[config.mk]
export PLATFORM = sky130hd
export DESIGN_NAME = fetch_unit
export DESIGN_NICKNAME = d
export VERILOG_FILES = /design/src/rtl/fetch_unit.sv
export SDC_FILE = /design/constraint.sdc
export NUM_CORES = 1
export LEC_CHECK = 0
export CORE_ASPECT_RATIO = 2
export CORE_UTILIZATION = 45
export DETAILED_ROUTE_END_ITERATION = 10
export GPL_TIMING_DRIVEN = 0
export PLACE_DENSITY = 0.69
export REMOVE_ABC_BUFFERS = 1
export SYNTH_ARGS = -nofsm -noshare
export SYNTH_HDL_FRONTEND = slang
export SYNTH_SLANG_ARGS = --single-unit
[constraint.sdc]
create_clock -name clk_i -period 3.95 [get_ports clk_i]
set_input_delay 0.79 -clock clk_i [delete_from_list [all_inputs] [get_ports clk_i]]
set_output_delay 0.79 -clock clk_i [all_outputs]
set_load 0.005 [all_outputs]
[src/rtl/fetch_unit.sv]
// fetch_unit: tamarisc instruction fetch stage with an in-order prefetch queue.
// Optional macro FETCH_BYPASS_EN forwards a returning word straight to decode in its arrival cycle.
module fetch_unit #(
    parameter logic [31:0] RESET_PC = 32'h0000_0000,
    parameter int unsigned DEPTH    = 2,
    parameter logic [31:0] NOP_INST = 32'h0000_0013
) (
    input  logic        clk_i,
    input  logic        rst_i,
    output logic        imem_req_o,
    output logic [31:0] imem_addr_o,
    input  logic        imem_gnt_i,
    input  logic        imem_rvalid_i,
    input  logic [31:0] imem_rdata_i,
    input  logic        pc_load_i,
    input  logic [31:0] pc_load_addr_i,
    input  logic        incr_pc_i,
    output logic [31:0] d_inst_o,
    output logic [31:0] d_pc_o,
    output logic        d_valid_o
);

    localparam int unsigned PW = (DEPTH > 1) ? $clog2(DEPTH) : 1;
    localparam int unsigned CW = $clog2(DEPTH + 1);
    // Headroom for back-to-back redirects that each leave responses in flight.
    localparam int unsigned DW = 8;

    logic [31:0]   fetch_pc;
    logic [PW-1:0] head;
    logic [CW-1:0] reserved;
    logic [CW-1:0] nfilled;
    logic [DW-1:0] discard;
    logic [31:0]   pc_q   [DEPTH];
    logic [31:0]   inst_q [DEPTH];

    logic [CW-1:0] unfilled;
    logic          grant;
    logic          fill;
    logic          bypass;
    logic          pop;
    logic [PW-1:0] gr_idx;
    logic [PW-1:0] wr_idx;

    logic unused_addr_bits;
    assign unused_addr_bits = ^pc_load_addr_i[1:0];

    // Filled entries are always the oldest ones, so a fill count locates the next slot to fill.
    always_comb begin
        unfilled    = reserved - nfilled;
        imem_req_o  = !rst_i && !pc_load_i && (reserved < CW'(DEPTH));
        imem_addr_o = rst_i ? RESET_PC : fetch_pc;
        grant       = imem_req_o && imem_gnt_i;
        fill        = imem_rvalid_i && (discard == '0);
        gr_idx      = head + PW'(reserved);
        wr_idx      = head + PW'(nfilled);
`ifdef FETCH_BYPASS_EN
        bypass      = (reserved == CW'(1)) && (nfilled == '0) && fill;
`else
        bypass      = 1'b0;
`endif
        d_valid_o   = !rst_i && ((nfilled != '0) || bypass);
        d_inst_o    = NOP_INST;
        if (d_valid_o) begin
            d_inst_o = inst_q[head];
        end
`ifdef FETCH_BYPASS_EN
        if (d_valid_o && bypass) begin
            d_inst_o = imem_rdata_i;
        end
`endif
        if (rst_i) begin
            d_pc_o = RESET_PC;
        end else if (reserved != '0) begin
            d_pc_o = pc_q[head];
        end else begin
            d_pc_o = fetch_pc;
        end
        pop = d_valid_o && incr_pc_i && !pc_load_i;
    end

    // Queue payload storage; a bypassed word that is consumed at once is never written.
    always_ff @(posedge clk_i) begin
        if (grant) begin
            pc_q[gr_idx] <= fetch_pc;
        end
        if (fill && !rst_i && !pc_load_i && !(bypass && pop)) begin
            inst_q[wr_idx] <= imem_rdata_i;
        end
    end

    always_ff @(posedge clk_i) begin
        if (rst_i) begin
            fetch_pc <= RESET_PC;
            head     <= '0;
            reserved <= '0;
            nfilled  <= '0;
            discard  <= '0;
        end else if (pc_load_i) begin
            fetch_pc <= {pc_load_addr_i[31:2], 2'b00};
            head     <= '0;
            reserved <= '0;
            nfilled  <= '0;
            discard  <= discard + DW'(unfilled) - DW'(imem_rvalid_i);
        end else begin
            if (grant) begin
                fetch_pc <= fetch_pc + 32'd4;
            end
            if (pop) begin
                head <= head + PW'(1);
            end
            reserved <= reserved + CW'(grant) - CW'(pop);
            nfilled  <= nfilled + CW'(fill) - CW'(pop);
            if (imem_rvalid_i && (discard != '0)) begin
                discard <= discard - DW'(1);
            end
        end
    end

    // Memory must never return a word nobody asked for.
    rvalid_has_owner: assert property (@(posedge clk_i) disable iff (rst_i)
        imem_rvalid_i |-> ((unfilled != '0) || (discard != '0)));

endmodule
==> flow_metrics.py <==
metrics = {
    "run_status": {
        "status": "completed",
    },
    "cts": {
        "clk_pin_slew_ns": 0.06,
        "numCtsBuffers": 17,
        "clk_latency_ns": 0.43,
        "cts_tree": "built",
        "clockBufferDepth": 2,
        "root_buffer": "clkbuf_16",
        "cts-hold-fix-buffers": 0,
        "htree_levels": 4,
        "cts_num_sinks": 168,
    },
    "setup_path": {
        "cp_cell_sequence": "clkdlybuf4s15_2, clkinv_4, nand2_1, nor2_1, clkdlybuf4s50_1",
        "worst-path-max-fanout": 44,
        "r2r-start": "nfilled[0]",
        "cp_slowest_cell": "clkdlybuf4s15_2",
        "r2r-end": "discard[6]",
        "critPathTopFamily": "buffers and inverters",
        "crit_path_start_kind": "input port",
        "critPathCaptureType": "primary output",
        "ff2ff_path_depth": 10,
        "r2r_slack_ns": 0.74,
        "critical_path_class": "in -> out",
        "crit_arrival_ns": 2.92,
        "cp_slowest_stage_delay_ns": 0.66,
        "cp.required_ns": 3.16,
        "cp_num_buf_inv": 3,
    },
    "drt": {
        "wl_mm": 19.10,
        "drt_iter0_drc": 194,
        "firstDrtPassIters": 4,
        "vias": 5639,
        "drc": 0,
        "ant_nets": 0,
        "wl_per_cell_um": 18.01,
        "viasPerCell": 5.315,
    },
    "hold_path": {
        "hold_path.class": "reg -> reg",
        "min_from": "fetch_pc[27]",
        "hold_end": "pc_q[0][27]",
        "holdPathStages": 0,
    },
    "global_routing": {
        "grt_usage": 0.2123,
        "grt_max_degree": 61,
        "grt_antenna_before_repair": 0,
        "grt_pass1_vias": 5936,
        "globalRoute.totalOverflow": 0,
        "grt_first_pass_wirelength_mm": 30.60,
    },
    "place": {
        "io_buffers": 161,
        "dp_hpwl_mm": 13.57,
        "gp_congestion": 0.7984,
        "dp_slack_ns": -1.703,
    },
    "finish": {
        "area_growth_pct": 29.18,
        "final_common_cell": "clkdlybuf4s50_1",
        "layout_common_cells": "clkdlybuf4s50_1 (159), edfxtp_1 (124), nor2_1 (93), mux2i_1 (65)",
        "fill_cells": 1461,
        "final_util": 0.5977,
        "nNetsFinal": 933,
        "drive_gt1_frac": 0.06463,
        "diodes": 0,
    },
    "logic_synthesis": {
        "synth_ff_type": "edfxtp_1",
        "ys_async_sr_fraction": 0,
        "syn_avg_cell_area_um2": 11.56,
        "syn_area_mm2": 0.008070,
        "ys_seq_area_frac": 0.5705,
        "synth.yosys.warnings": 0,
        "ys_ff_latch": 168,
        "syn_inst": 698,
        "synth.distinct_cells": 47,
        "synth-edff-count": 124,
    },
    "timing": {
        "rsz0062_at_grt": "no",
        "worst_slack_ns": 0.2358,
        "finClkSkew_ns": 0.009074,
        "fin_tns_setup_ns": 0,
        "slew_viol_final": 0,
        "fmax_mhz": 269.2,
        "period_share": 0.9403,
        "hold_viol_final": 0,
        "worst_pin_slew_ns": 1.100,
        "setup_viol": 0,
        "slew_headroom": 0.2670,
        "period_needed_ns": 3.714,
    },
    "die": {
        "rows": 68,
        "floorplan.initialDensity": 0.4627,
        "ios": 168,
        "core_area_mm2": 0.01744,
        "dieArea_mm2": 0.01851,
        "fp.dieW_um": 96.70,
        "fp.dieH_um": 191.4,
    },
    "power_and_ir_drop": {
        "max-vdd-ir-drop_mv": 0.3768,
        "pwr_density_cell_mw_per_mm2": 436.5,
        "p_leak_uw": 0.003448,
    },
    "run": {
        "maxCapViolCount": 0,
    },
}
-- registers in the layout, indices dropped and copies added (netlist names), named ones only --
name	cells
inst_q	64
pc_q	60
fetch_pc	30
discard	8
nfilled	2
reserved	2
head	1
-- per-stage QoR --
step	cells	power, uW	area, um^2	hold slack (ns)
after detailed placement	1029	2969	9841	0.5110
after global routing	1061	4777	10430	0.5429
final	1061	4551	10430	0.5200
after global placement	1026	2943	9742	0.4889
after floorplan	655	2635	7868	0.4695
after CTS	1061	4597	10430	0.5252
-- timing repair --
action,4_1_cts,5_1_grt
gates resized for setup,5,0
endpoints found under the hold margin,0,0
setup endpoints to repair,10,0
setup buffers,0,0
-- cells by family (layout without fill, tap and decap cells) --
group / Yosys count / count (layout) / synth area share
buffers and inverters: 72 / 222 / 0.03860
AOI/OAI and AO/OA: 93 / 93 / 0.07876
DFF: 168 / 168 / 0.5705
other: 1 / 4 / 0.0004647
adders and majority gates: 25 / 25 / 0.03969
xor gates and xnor gates: 45 / 45 / 0.04884
muxes: 66 / 66 / 0.08201
and+or+nand+nor: 228 / 228 / 0.1411
-- worst register-to-register path: stages (launching register included) --
cell       delay (ns)
dfxtp_1          0.45
ha_1             0.21
xor2_1           0.18
xnor2_1          0.15
ha_1             0.28
fa_1             0.46
nand2b_1         0.21
a2111oi_0        0.71
o31a_1           0.23
nor3_1           0.05
a211oi_1         0.20
-- Yosys cell counts, types with 2 or more instances --
| cell | number | area [um^2] |
|---|---|---|
| a211oi_1 | 43 | 322.8 |
| a211oi_2 | 3 | 37.54 |
| a21oi_1 | 26 | 130.1 |
| and2_1 | 6 | 37.54 |
| and3_1 | 5 | 31.28 |
| and4_1 | 7 | 61.31 |
| buf_1 | 3 | 11.26 |
| buf_2 | 6 | 30.03 |
| buf_4 | 6 | 45.04 |
| clkbuf_1 | 30 | 112.6 |
| dfxtp_1 | 44 | 880.8 |
| edfxtp_1 | 124 | 3724 |
| ha_1 | 24 | 300.3 |
| inv_1 | 25 | 93.84 |
| mux2i_1 | 65 | 650.6 |
| nand2_1 | 28 | 105.1 |
| nand2b_1 | 2 | 12.51 |
| nand3_1 | 14 | 70.07 |
| nand3_2 | 3 | 30.03 |
| nand4_1 | 18 | 112.6 |
| nor2_1 | 95 | 356.6 |
| nor2b_1 | 33 | 206.5 |
| nor3_1 | 4 | 20.02 |
| nor4_1 | 5 | 31.28 |
| o211ai_1 | 2 | 15.01 |
| o21ai_0 | 8 | 40.04 |
| o22ai_1 | 3 | 18.77 |
| o31a_1 | 3 | 26.28 |
| or2_2 | 2 | 12.51 |
| xnor2_1 | 22 | 192.7 |
| xor2_1 | 23 | 201.4 |
-- per-layer routing --
metal	share of wire	vias to the layer above	track usage	routed length [um]
li1	-	2784	-	-
met1	0.38	2692	0.2139	7181
met2	0.57	144	0.4239	10960
met3	0.038	19	0.04205	719
met4	0.013	0	0.07176	248
met5	0	-	0	0
-- cell type report --
class,instances,area [um^2],share of cell area
inverters,26,102.6,0.009842
repair buffers,164,1680,0.1612
multi-input cells,461,3193,0.3063
flip-flops and latches,168,4608,0.4420
clock inverters,14,148.9,0.01428
well taps,210,262.8,0.02520
clock buffers,18,429.2,0.04117
-- power by group --
part	internal [uW]	switching, uW
sequential	1970	76.2
combinational	426	450
clock	934	691
-- how the worst max path moves through the flow --
stage | end | cells past startpoint | from
after floorplan | d_pc_o[10] | 2 | register
after global placement | d_inst_o[4] | 6 | rst_i
after detailed placement | imem_req_o | 5 | pc_load_i
after CTS | imem_req_o | 5 | pc_load_i
after global routing | imem_req_o | 5 | pc_load_i
final | imem_req_o | 5 | pc_load_i
(Power assumes the default switching activity.)
